$ cat src/rtl/nd_pkg.sv
`default_nettype none
// ------------------------------------------------------------------
// nd_pkg : shared types and chunk arithmetic for nonce_dispatcher
// Rev 1.0
// ------------------------------------------------------------------
package nd_pkg;

  localparam int NONCE_W = 32;
  localparam int MID_W   = 256;
  localparam int DATA_W  = 96;
  localparam int JOB_W   = MID_W + DATA_W + 2 * NONCE_W;

  typedef enum logic [1:0] {
    ST_IDLE     = 2'd0,
    ST_LOAD     = 2'd1,
    ST_DISPATCH = 2'd2,
    ST_DRAIN    = 2'd3
  } state_t;

  // Last nonce of the chunk starting at next, clipped to max; 33-bit so FFFFFFFF never wraps.
  function automatic logic [NONCE_W:0] chunk_end(input logic [NONCE_W:0]   next,
                                                 input logic [NONCE_W-1:0] max,
                                                 input int                 log2);
    logic [NONCE_W:0] one;
    logic [NONCE_W:0] last;
    one  = {{NONCE_W{1'b0}}, 1'b1};
    last = next + ((one << log2) - one);
    return (last > {1'b0, max}) ? {1'b0, max} : last;
  endfunction

endpackage
`default_nettype wire

$ cat src/rtl/nd_result_fifo.sv
`default_nettype none
// ------------------------------------------------------------------
// nd_result_fifo : first-word-fall-through FIFO, push+pop allowed when full
// Rev 1.0
// ------------------------------------------------------------------
module nd_result_fifo #(
  parameter int DEPTH = 4,
  parameter int WIDTH = 32
) (
  input  logic             clk,
  input  logic             rst_n,
  input  logic             flush,
  input  logic             push,
  input  logic [WIDTH-1:0] push_data,
  input  logic             pop,
  output logic [WIDTH-1:0] pop_data,
  output logic             full,
  output logic             empty
);

  localparam int PTR_W = $clog2(DEPTH);
  localparam int CNT_W = PTR_W + 1;
  localparam logic [CNT_W-1:0] C_DEPTH = CNT_W'(DEPTH);

  logic [WIDTH-1:0] mem_q [DEPTH];
  logic [WIDTH-1:0] mem_d [DEPTH];
  logic [PTR_W-1:0] rd_ptr_q, rd_ptr_d;
  logic [PTR_W-1:0] wr_ptr_q, wr_ptr_d;
  logic [CNT_W-1:0] count_q, count_d;
  logic             do_push;
  logic             do_pop;

  assign full     = (count_q == C_DEPTH);
  assign empty    = (count_q == '0);
  assign pop_data = empty ? '0 : mem_q[rd_ptr_q];

  always_comb begin
    do_pop   = pop && !empty;
    do_push  = push && (!full || do_pop);
    mem_d    = mem_q;
    rd_ptr_d = rd_ptr_q;
    wr_ptr_d = wr_ptr_q;
    count_d  = count_q;
    if (flush) begin
      rd_ptr_d = '0;
      wr_ptr_d = '0;
      count_d  = '0;
    end else begin
      if (do_push) begin
        mem_d[wr_ptr_q] = push_data;
        wr_ptr_d        = wr_ptr_q + PTR_W'(1);
      end
      if (do_pop) begin
        rd_ptr_d = rd_ptr_q + PTR_W'(1);
      end
      case ({do_push, do_pop})
        2'b10:   count_d = count_q + CNT_W'(1);
        2'b01:   count_d = count_q - CNT_W'(1);
        default: count_d = count_q;
      endcase
    end
  end

  always_ff @(posedge clk or negedge rst_n) begin
    if (!rst_n) begin
      for (int i = 0; i < DEPTH; i++) begin
        mem_q[i] <= '0;
      end
      rd_ptr_q <= '0;
      wr_ptr_q <= '0;
      count_q  <= '0;
    end else begin
      mem_q    <= mem_d;
      rd_ptr_q <= rd_ptr_d;
      wr_ptr_q <= wr_ptr_d;
      count_q  <= count_d;
    end
  end

endmodule
`default_nettype wire

$ cat src/rtl/nonce_dispatcher.sv
`default_nettype none
// ------------------------------------------------------------------
// nonce_dispatcher : splits a job's nonce range into chunks for hash cores
// and collects golden nonces round-robin into a result FIFO. Rev 1.0
// ------------------------------------------------------------------
module nonce_dispatcher
  import nd_pkg::*;
#(
  parameter int NUM_CORES  = 4,
  parameter int CHUNK_LOG2 = 24,
  parameter int FIFO_DEPTH = 4
) (
  input  logic                           hash_clk,
  input  logic                           reset_n,
  input  logic                           tx_new_work,
  input  logic [MID_W-1:0]               tx_midstate,
  input  logic [DATA_W-1:0]              tx_data,
  input  logic [NONCE_W-1:0]             tx_nonce_min,
  input  logic [NONCE_W-1:0]             tx_nonce_max,
  output logic [MID_W-1:0]               core_midstate,
  output logic [DATA_W-1:0]              core_data,
  output logic [NUM_CORES-1:0]           core_start,
  output logic [NONCE_W-1:0]             core_nonce_lo,
  output logic [NONCE_W-1:0]             core_nonce_hi,
  output logic                           core_abort,
  input  logic [NUM_CORES-1:0]           core_busy,
  input  logic [NUM_CORES-1:0]           core_found,
  input  logic [NONCE_W*NUM_CORES-1:0]   core_nonce,
  output logic [NONCE_W-1:0]             golden_nonce,
  output logic                           golden_valid,
  input  logic                           golden_ready,
  output logic                           job_done,
  output logic                           drop_flag
);

  localparam int IDX_W = (NUM_CORES > 1) ? $clog2(NUM_CORES) : 1;

  state_t               state_q, state_d;
  logic [JOB_W-1:0]     job_q, job_d;
  logic [NONCE_W:0]     next_q, next_d;
  logic [NUM_CORES-1:0] start_q, start_d;
  logic [NONCE_W-1:0]   lo_q, lo_d;
  logic [NONCE_W-1:0]   hi_q, hi_d;
  logic                 abort_q, abort_d;
  logic                 done_q, done_d;
  logic [NUM_CORES-1:0] pend_v_q, pend_v_d;
  logic [NONCE_W-1:0]   pend_n_q [NUM_CORES];
  logic [NONCE_W-1:0]   pend_n_d [NUM_CORES];
  logic [IDX_W-1:0]     rr_q, rr_d;
  logic                 drop_q, drop_d;

  logic [NONCE_W-1:0]   min_w, max_w;
  logic [NONCE_W:0]     chunk_hi;
  logic                 sel_found;
  logic [IDX_W-1:0]     sel_idx;
  logic                 grant_found;
  logic [IDX_W-1:0]     grant_idx;
  logic                 fifo_push, fifo_pop, fifo_full, fifo_empty;

  // Job word layout: {midstate, data, min, max}
  assign min_w         = job_q[2*NONCE_W-1:NONCE_W];
  assign max_w         = job_q[NONCE_W-1:0];
  assign core_midstate = job_q[JOB_W-1 -: MID_W];
  assign core_data     = job_q[2*NONCE_W +: DATA_W];
  assign core_start    = start_q;
  assign core_nonce_lo = lo_q;
  assign core_nonce_hi = hi_q;
  assign core_abort    = abort_q;
  assign job_done      = done_q;
  assign drop_flag     = drop_q;
  assign golden_valid  = !fifo_empty;
  assign chunk_hi      = chunk_end(next_q, max_w, CHUNK_LOG2);

  always_comb begin
    sel_found = 1'b0;
    sel_idx   = '0;
    // A core started last cycle has not raised busy yet, so it is skipped too.
    for (int i = 0; i < NUM_CORES; i++) begin
      if (!sel_found && !core_busy[i] && !start_q[i]) begin
        sel_found = 1'b1;
        sel_idx   = IDX_W'(i);
      end
    end

    state_d = state_q;
    job_d   = job_q;
    next_d  = next_q;
    start_d = '0;
    lo_d    = lo_q;
    hi_d    = hi_q;
    abort_d = 1'b0;
    done_d  = 1'b0;

    if (tx_new_work) begin
      abort_d = 1'b1;
      job_d   = {tx_midstate, tx_data, tx_nonce_min, tx_nonce_max};
      state_d = ST_LOAD;
    end else begin
      case (state_q)
        ST_LOAD: begin
          next_d = {1'b0, min_w};
          if (min_w > max_w) begin
            done_d  = 1'b1;
            state_d = ST_IDLE;
          end else begin
            state_d = ST_DISPATCH;
          end
        end
        ST_DISPATCH: begin
          if (next_q > {1'b0, max_w}) begin
            state_d = ST_DRAIN;
          end else if (sel_found) begin
            start_d = NUM_CORES'(1) << sel_idx;
            lo_d    = next_q[NONCE_W-1:0];
            hi_d    = chunk_hi[NONCE_W-1:0];
            next_d  = chunk_hi + (NONCE_W+1)'(1);
          end
        end
        ST_DRAIN: begin
          if (core_busy == '0 && start_q == '0) begin
            done_d  = 1'b1;
            state_d = ST_IDLE;
          end
        end
        default: state_d = state_q;
      endcase
    end
  end

  always_comb begin
    grant_found = 1'b0;
    grant_idx   = '0;
    for (int k = 0; k < NUM_CORES; k++) begin
      int idx;
      idx = int'(rr_q) + k;
      if (idx >= NUM_CORES) idx = idx - NUM_CORES;
      if (!grant_found && pend_v_q[idx]) begin
        grant_found = 1'b1;
        grant_idx   = IDX_W'(idx);
      end
    end

    fifo_pop  = golden_valid && golden_ready;
    fifo_push = grant_found && (!fifo_full || fifo_pop) && !tx_new_work;

    pend_v_d = pend_v_q;
    pend_n_d = pend_n_q;
    drop_d   = drop_q;
    rr_d     = rr_q;

    if (fifo_push) begin
      rr_d = (int'(grant_idx) == NUM_CORES - 1) ? '0 : grant_idx + IDX_W'(1);
    end

    // Clear the winner before accepting new finds so a slot can refill the cycle it drains.
    for (int i = 0; i < NUM_CORES; i++) begin
      if (fifo_push && grant_idx == IDX_W'(i)) pend_v_d[i] = 1'b0;
      if (core_found[i]) begin
        if (pend_v_d[i]) begin
          drop_d = 1'b1;
        end else begin
          pend_v_d[i] = 1'b1;
          pend_n_d[i] = core_nonce[i*NONCE_W +: NONCE_W];
        end
      end
    end

    if (tx_new_work) begin
      pend_v_d = '0;
      drop_d   = 1'b0;
    end
  end

  always_ff @(posedge hash_clk or negedge reset_n) begin
    if (!reset_n) begin
      state_q  <= ST_IDLE;
      job_q    <= '0;
      next_q   <= '0;
      start_q  <= '0;
      lo_q     <= '0;
      hi_q     <= '0;
      abort_q  <= 1'b0;
      done_q   <= 1'b0;
      pend_v_q <= '0;
      for (int i = 0; i < NUM_CORES; i++) begin
        pend_n_q[i] <= '0;
      end
      rr_q     <= '0;
      drop_q   <= 1'b0;
    end else begin
      state_q  <= state_d;
      job_q    <= job_d;
      next_q   <= next_d;
      start_q  <= start_d;
      lo_q     <= lo_d;
      hi_q     <= hi_d;
      abort_q  <= abort_d;
      done_q   <= done_d;
      pend_v_q <= pend_v_d;
      pend_n_q <= pend_n_d;
      rr_q     <= rr_d;
      drop_q   <= drop_d;
    end
  end

  nd_result_fifo #(
    .DEPTH (FIFO_DEPTH),
    .WIDTH (NONCE_W)
  ) u_result_fifo (
    .clk       (hash_clk),
    .rst_n     (reset_n),
    .flush     (tx_new_work),
    .push      (fifo_push),
    .push_data (pend_n_q[grant_idx]),
    .pop       (fifo_pop),
    .pop_data  (golden_nonce),
    .full      (fifo_full),
    .empty     (fifo_empty)
  );

endmodule
`default_nettype wire

$ cat config.mk
export PLATFORM = sky130hd
export DESIGN_NAME = nonce_dispatcher
export DESIGN_NICKNAME = d
export VERILOG_FILES = /design/src/rtl/nd_pkg.sv /design/src/rtl/nd_result_fifo.sv /design/src/rtl/nonce_dispatcher.sv
export SDC_FILE = /design/constraint.sdc
export NUM_CORES = 1
export LEC_CHECK = 0
export BUFFER_PORTS_ARGS = -buffer_cell sky130_fd_sc_hd__buf_2
export CORE_AREA = 2 2 396 398
export DETAILED_ROUTE_END_ITERATION = 10
export DIE_AREA = 0 0 398 400
export HOLD_SLACK_MARGIN = 0.03
export PLACE_DENSITY = 0.46
export SETUP_SLACK_MARGIN = 0.5
export SLEW_MARGIN = 20
export SYNTH_ARGS = -nofsm -noshare
export SYNTH_HDL_FRONTEND = slang
export SYNTH_SLANG_ARGS = --single-unit
$ cat constraint.sdc
create_clock -name hash_clk -period 12.31 [get_ports hash_clk]
set_clock_uncertainty 0.2 [all_clocks]
set_input_delay 0.6155 -clock hash_clk [delete_from_list [all_inputs] [get_ports hash_clk]]
set_output_delay 0.6155 -clock hash_clk [all_outputs]
set_load 0.01 [all_outputs]
==> flow_summary.rst, run 1 <==
.. list-table::
   :header-rows: 1

   * - Metric
     - Value
   * - Placeable core area
     - 0.155 mm^2
   * - Critical path data required time
     - 12.66 ns
   * - Fraction of the yosys area taken by sequential cells
     - 50.3%
   * - Post-DP HPWL
     - 128 mm
   * - Setup Total Neg Slack
     - 0 ns
   * - Avg Cell Area, Syn
     - 11.3 um^2
   * - Total Routing Usage GR
     - 20.2%
   * - Routed vias/inst
     - 4.55
   * - Final Critical Period
     - 7.04 ns
   * - Count of unique library cells instantiated by Yosys
     - 86
   * - Type of the tightest min-delay check
     - input pin to flop
   * - Post-Place Worst Slack
     - 5.21 ns
   * - Total wirelength of the detailed-routed design
     - 168 mm
   * - Critical path endpoint category
     - flop
   * - Met2 GRT Util
     - 30.5%
   * - Highest ir drop seen on vdd
     - 0.126 mV
   * - GRT busiest layer
     - met2
   * - Leakage power summed over all cells
     - 24.1 nW
   * - Number of synthesis warnings
     - 0
   * - # setup viols final
     - 0
   * - Clock tree from TritonCTS
     - yes
   * - Clock Path Buffers
     - 3
   * - Final Net Count
     - 5289
   * - Count of TritonRoute iterations in the first routing pass
     - 5
   * - Fmax achieved
     - 142 MHz
   * - Resized cells post-CTS
     - 0
   * - Setup repair after global routing missed its margin
     - false
   * - Finished Core Util
     - 33.9%
   * - Inserted Clock Buffers
     - 96
   * - Commonest non-fill, non-tap cell in the layout
     - buf_2
   * - Remaining global-route overflow
     - 0
   * - Mapped cell area
     - 0.0393 mm^2
   * - Arrival time of the worst setup path
     - 7.39 ns
   * - Number of register bits inferred by synthesis
     - 791
   * - Initial Utilization
     - 25.3%
   * - Worst-skew pair later-pin latency
     - 0.73 ns
   * - Post-Place Cells
     - 6059
   * - Pin count of the biggest net entering global routing
     - 144
   * - Critical path launch point type
     - flop
   * - Width of the die
     - 398 um
   * - Net Count, Synth
     - 4157
   * - Total Die Area
     - 0.159 mm^2
   * - Instance count of the mapped netlist
     - 3491
   * - DRC viols
     - 0
   * - Ratio of total power to cell area
     - 188 mW/mm^2
   * - Sink count of the clock tree
     - 791
   * - Via count of the first global-routing pass
     - 31300
   * - Vias after detailed routing
     - 30800
   * - Row Count
     - 145
   * - Number of slew-limit violations in the final report
     - 0
   * - Status
     - complete, no violations
   * - Register clock-pin slew on the reported worst setup and hold paths
     - 0.06 ns
   * - Asr flop ratio synth
     - 100%
   * - Number of antenna violations at the first check in global routing
     - 27
   * - Flip-flop cell with the highest count after synthesis
     - dfrtp_1
   * - Commonest non-fill, non-tap cells in the layout
     - buf_2 (1009), dfrtp_1 (790), mux2_2 (544), dlygate4sd3_1 (524), nand2_1 (341)
   * - Cell Count, Final, Fillers Out
     - 6774
   * - Final Hold Slack
     - 0.101 ns
   * - Max Cap Viol
     - 0
   * - Met3 GRT Util
     - 6.80%
   * - Number of routed nets with antenna violations
     - 0
   * - Startpoint-to-endpoint class of the critical path
     - flop to flop
   * - Wire length of the first global-routing pass
     - 231 mm
   * - Detailed-route wire length per cell
     - 24.8 um
   * - Worst relative slew slack
     - 31.3%
   * - Share of the clock period used by the worst path after layout
     - 57.2%
   * - Ratio of cells with drive above 1 in the final layout
     - 39.1%
   * - Worst-margin pin slew
     - 1.03 ns
   * - Count of buffers inserted at the top-level ports
     - 1011
   * - Final Hold Fails
     - 0
   * - Final GP Congestion
     - 0.928
   * - Die Ht
     - 400 um
   * - Count of H-tree levels built during CTS
     - 3
   * - GR Layer Usage met1
     - 27.4%
   * - Area delta synth->final
     - 33.8%
   * - Worst-path maximum fanout
     - 13
   * - Number of primary I/O pins
     - 1012
   * - Root Buffer
     - clkbuf_16
   * - Post-synth EDFFs
     - 0
   * - Number of violations reported at the end of detailed-routing iteration 0
     - 1973
   * - Worst Slack Setup Final
     - 5.27 ns
## per-layer routing
layer	vias to the layer above	share of wire, %
met5	-	0.032
met1	15400	44
met2	1036	44
met3	208	9.3
met4	8	2.4
li1	14100	-
## per-stage QoR
stage	total power, mW	cell area, um^2
after floorplan	5.61	39300
after global placement	6.82	44000
after detailed placement	6.84	44000
after CTS	10.0	52600
after global routing	10.5	52600
final	9.91	52600
## what timing repair did
action	in CTS	in global routing
buffers inserted	0	0
endpoints found under the hold margin	601	0
endpoints found under the setup margin	0	0
hold buffers	524	0
## worst max-delay path, stage by stage, from the launching register on
cell and delay (ns):
dfrtp_1 0.52, nor3_4 0.51, nand4b_2 0.49, or3_1 0.67, nand4_1 0.18, xor2_1 0.29, inv_1 0.08, ha_1 0.30
nand4_1 0.14, nor4_1 0.57, nand3_1 0.18, o21ai_1 0.17, nand2_2 0.10, o21ai_0 0.28, ha_1 0.33, nand4_1 0.30
or4_1 0.65, or3_1 0.41, o32ai_1 0.19, mux2i_1 0.23, o211ai_1 0.10
## area by class of cell
type                       instances  area (um^2)
fill                           15900       103000
sequential                       791        19800
multi-input combinational       2082        15900
timing repair buffer            1578        10700
clock buffer                     133         2750
tap                             2058         2570
clock inverter                    41          553
inverter                          74          278
antenna                           17         42.5
## Yosys cell counts, types with 5 or more instances
| master | count | area [um^2] |
|---|---|---|
| nor3_2 | 5 | 50.1 |
| nor2_1 | 174 | 653 |
| nor2b_1 | 7 | 43.8 |
| buf_4 | 354 | 2660 |
| a21o_1 | 34 | 255 |
| o21ai_0 | 258 | 1290 |
| or4_1 | 9 | 67.6 |
| and2_1 | 37 | 231 |
| mux2i_1 | 20 | 200 |
| o21ai_1 | 8 | 40.0 |
| and3_1 | 18 | 113 |
| mux4_2 | 32 | 721 |
| nor4_1 | 23 | 144 |
| a21oi_1 | 83 | 415 |
| o211ai_1 | 15 | 113 |
| nor3b_1 | 5 | 37.5 |
| nand2b_1 | 7 | 43.8 |
| o22ai_1 | 7 | 43.8 |
| nand3_1 | 71 | 355 |
| mux2_2 | 544 | 6130 |
| ha_1 | 109 | 1360 |
| o31ai_1 | 6 | 45.0 |
| a211o_1 | 9 | 78.8 |
| nor3_1 | 33 | 165 |
| a22oi_1 | 5 | 37.5 |
| buf_2 | 18 | 90.1 |
| a211oi_1 | 9 | 67.6 |
| a31oi_1 | 7 | 43.8 |
| inv_1 | 74 | 278 |
| buf_1 | 24 | 90.1 |
| dfrtp_1 | 791 | 19800 |
| xnor2_1 | 51 | 447 |
| xor2_1 | 15 | 131 |
| clkbuf_1 | 144 | 541 |
| nand4_1 | 33 | 206 |
| nand2_1 | 346 | 1300 |
| or3_1 | 12 | 75.1 |
| and4_1 | 5 | 43.8 |
## sequential cells by signal, indices dropped and copies added, names as in the netlist
register / count
job_q: 416
pend_n_q: 128
u_result_fifo.mem_q: 128
next_q: 33
core_nonce_hi: 32
core_nonce_lo: 32
core_start: 4
pend_v_q: 4
u_result_fifo.count_q: 3
rr_q: 2
state_q: 2
u_result_fifo.rd_ptr_q: 2
u_result_fifo.wr_ptr_q: 2
core_abort: 1
drop_flag: 1
job_done: 1
## where the power goes
group          switching [mW]  internal, mW  leakage, nW
sequential              0.478          3.16         9.50
combinational            1.95          1.33         13.0
clock                    1.25          1.74         1.63
total                    3.68          6.23         24.1
## cells by family (layout without fill, tap and decap cells)
| kind of cell | Yosys count | count (layout) | share of synthesized area, % |
|---|---|---|---|
| AO/OA/AOI/OAI | 496 | 496 | 7.47 |
| XOR/XNOR | 68 | 68 | 1.55 |
| adder cells (fa/ha/maj) | 110 | 110 | 3.52 |
| buffers and inverters | 618 | 1826 | 9.40 |
| flip-flops | 791 | 791 | 50.3 |
| multiplexers | 597 | 597 | 18.0 |
| other | 0 | 17 | 0 |
| AND/OR/NAND/NOR | 811 | 811 | 9.77 |
## final timing paths
| kind | start | slack, ns | end | cells past startpoint |
|---|---|---|---|---|
| setup / recovery | next_q[5] | 5.27 | next_q[30] | 20 |
| hold / removal | tx_nonce_max[30] | 0.10 | job_q[30] | 3 |
| setup reg to reg | next_q[5] | 5.27 | next_q[30] | 20 |
| hold reg to reg | core_start[0] | 0.25 | core_start[0] | 1 |
| max in group asynchronous | reset_n | 8.85 | job_q[97] | 5 |
| min in group asynchronous | reset_n | 0.32 | core_nonce_hi[2] | 2 |
Note: power is estimated with default switching activity, not from simulation.
==> run 2: changes to the inputs <==
- PLACE_DENSITY: 0.46 -> 0.48
- clock period: 12.31 -> 5.71 ns (I/O delays scaled with it)
==> run 2 against run 1 <==
Against the previous run:
- combinational power grew 140%
- utilization grew 1.1 points
- sequential power grew 110%
- routed wire length grew 3.6%
- flip-flop and latch count is the same
- cell count grew 2.6%
- non-clock buffer count grew 174
- critical path type unchanged
- critical endpoint unchanged
- largest power group is now combinational logic
==> flow_summary.rst, run 2 (synthesized netlist as in run 1, its figures left out) <==
.. list-table::
   :header-rows: 1

   * - Metric
     - Value
   * - Clock tree from TritonCTS
     - yes
   * - Total Die Area
     - 0.159 mm^2 (unchanged)
   * - Number of primary I/O pins
     - 1012 (unchanged)
   * - Fmax achieved
     - 186 MHz (+31%)
   * - # setup viols final
     - 0 (unchanged)
   * - Final Hold Fails
     - 0 (unchanged)
   * - DRC viols
     - 0 (unchanged)
   * - Final design area excluding fillers
     - 0.0543 mm^2 (+3.3%)
   * - Finished Core Util
     - 35.0% (+1.1 points)
   * - Area delta synth->final
     - 38.2%
   * - Share of the clock period used by the worst path after layout
     - 94.3% (+37 points)
   * - Sink count of the clock tree
     - 791 (unchanged)
   * - Final Critical Period
     - 5.38 ns (-1.66 ns)
   * - Number of violations reported at the end of detailed-routing iteration 0
     - 2360 (+20%)
   * - Commonest non-fill, non-tap cells in the layout
     - buf_2 (1009), dfrtp_1 (789), dlygate4sd3_1 (605), mux2_2 (544), nand2_1 (341)
   * - Remaining global-route overflow
     - 0 (unchanged)
   * - Via count of the first global-routing pass
     - 31800 (+1.7%)
   * - Worst-skew pair later-pin latency
     - 0.72 ns (about the same)
   * - Register clock-pin slew on the reported worst setup and hold paths
     - 0.07 ns (about the same)
   * - Largest registers ranked by flip-flop count
     - job_q x416, pend_n_q x128, u_result_fifo.mem_q x128
   * - Status
     - complete, no violations
   * - Power after layout
     - 21.8 mW (+120%)
   * - Flip-flop count of the largest register after layout
     - 416 (unchanged)
   * - Inserted Clock Buffers
     - 94 (-2.1%)
   * - Commonest non-fill, non-tap cell in the layout
     - buf_2
   * - Routed vias/inst
     - 4.62 (+1.7%)
   * - Die Ht
     - 400 um (unchanged)
   * - Final Net Count
     - 5461 (+3.3%)
   * - Type of the tightest min-delay check
     - input pin to asynchronous set/reset pin
   * - Placeable core area
     - 0.155 mm^2 (unchanged)
   * - Root Buffer
     - clkbuf_16
   * - Detailed-route wire length per cell
     - 25.0 um (+1.0%)
   * - Cell area reported after detailed placement
     - 0.0447 mm^2 (+1.5%)
   * - Width of the die
     - 398 um (unchanged)
   * - Worst relative slew slack
     - 26.9% (-4.4 points)
   * - Highest ir drop seen on vdd
     - 0.255 mV (+100%)
   * - Ratio of total power to cell area
     - 402 mW/mm^2 (+110%)
   * - Leakage power summed over all cells
     - 24.9 nW (+3.3%)
   * - Reg with most FFs
     - job_q
   * - Startpoint-to-endpoint class of the critical path
     - flop to flop
   * - Post-DP HPWL
     - 133 mm (+3.4%)
   * - Number of slew-limit violations in the final report
     - 0 (unchanged)
   * - Final GP Congestion
     - 0.941 (+1.4%)
   * - Setup repair after global routing missed its margin
     - true
   * - Number of routed nets with antenna violations
     - 0 (unchanged)
   * - Total wirelength of the detailed-routed design
     - 174 mm (+3.6%)
   * - Initial Utilization
     - 25.3% (unchanged)
   * - Wire length of the first global-routing pass
     - 238 mm (+3.1%)
   * - Number of antenna violations at the first check in global routing
     - 40 (+48%)
   * - Count of buffers inserted at the top-level ports
     - 1011 (unchanged)
   * - Max Cap Viol
     - 0 (unchanged)
   * - Arrival time of the worst setup path
     - 5.78 ns (-1.61 ns)
   * - Count of H-tree levels built during CTS
     - 3 (unchanged)
   * - Setup Total Neg Slack
     - 0 ns (unchanged)
   * - Worst-margin pin slew
     - 1.10 ns (+0.0659 ns)
   * - Critical path endpoint category
     - flop
   * - Ratio of cells with drive above 1 in the final layout
     - 40.0% (+0.99 points)
   * - Clock Path Buffers
     - 3 (unchanged)
   * - Worst-path maximum fanout
     - 5 (-8)
   * - Pin count of the biggest net entering global routing
     - 152 (+5.6%)
   * - Row Count
     - 145 (unchanged)
   * - Area of all sequential standard cells
     - 0.0198 mm^2 (about the same)
   * - Final Hold Slack
     - 0.0958 ns (-0.00536 ns)
   * - Vias after detailed routing
     - 32100 (+4.3%)
   * - Multi-input combinational cell area
     - 0.0161 mm^2 (+1.5%)
   * - Critical path data required time
     - 6.10 ns (-6.56 ns)
   * - Number of fillers in the final layout
     - 15500 (-2.3%)
   * - Total Routing Usage GR
     - 20.9% (+0.70 points)
   * - Critical path launch point type
     - flop
   * - Count of TritonRoute iterations in the first routing pass
     - 5 (unchanged)
run 2: layout make-up:
cell class              count  share of cell area [%]
diodes                     17                  0.0783
clock inverters            27                   0.716
clock buffers             147                    5.25
well taps                2058                    4.74
flip-flops and latches    791                    36.4
inverters                  74                   0.511
repair buffers           1752                    22.6
multi-input cells        2082                    29.7
run 2: critical path, stage by stage, from the launching register on:
cell and delay, ns:
dfrtp_1 0.41, nor4_4 0.29, buf_4 0.20, nand4b_4 0.16, buf_6 0.17, or3_4 0.34
nor4_4 0.16, xor2_1 0.21, ha_1 0.26, nand4_1 0.10, inv_1 0.05, a221o_1 0.31
a21o_1 0.23, o21ai_2 0.17, nand2_2 0.12, o21ai_2 0.15, ha_2 0.23, nand4_1 0.16
or4_4 0.51, or3_4 0.36, o32ai_2 0.15, mux2i_1 0.22, o211ai_1 0.10
run 2: layer usage:
| metal | track usage [%] | part of all wire, % |
|---|---|---|
| met1 | 29.2 | 45 |
| met2 | 30.0 | 42 |
| met3 | 7.95 | 9.9 |
| met4 | 5.81 | 2.7 |
| met5 | 0 | 0.046 |
run 2: report_power, final:
group | internal [mW] | total, mW | switching (mW) | leakage (nW)
Clock | 3.65 | 6.32 | 2.67 | 1.57
Combinational | 3.29 | 7.92 | 4.64 | 13.9
Sequential | 6.82 | 7.61 | 0.785 | 9.50
Total | 13.8 | 21.8 | 8.09 | 24.9
run 2: worst paths after layout:
check	depth (start not counted)	slack, ns	endpoint	startpoint
max reg2reg	22	0.33	next_q[30]	next_q[9]
max in group asynchronous	3	4.18	job_q[218]	reset_n
max	22	0.33	next_q[30]	next_q[9]
min reg2reg	1	0.25	core_start[0]	core_start[0]
min in group hash_clk	3	0.11	core_start[0]	core_busy[0]
min	3	0.1	core_nonce_lo[12]	reset_n
run 2: through the flow:
| stage | setup slack [ns] | cells |
|---|---|---|
| final | 0.327 | 6948 |
| after global placement | 0.174 | 6138 |
| after detailed placement | 0.114 | 6138 |
| after CTS | 0.345 | 6928 |
| after global routing | 0.118 | 6936 |
| after floorplan | 0.308 | 3491 |
run 2: what timing repair did:
| item | in CTS | in global routing |
|---|---|---|
| setup buffers | 10 | 2 |
| resized for setup | 18 | 16 |
| hold endpoints to repair | 894 | 0 |
| gates cloned | 0 | 0 |
| endpoints found under the setup margin | 11 | 18 |
| hold buffers | 606 | 0 |
| pin swaps | 9 | 14 |
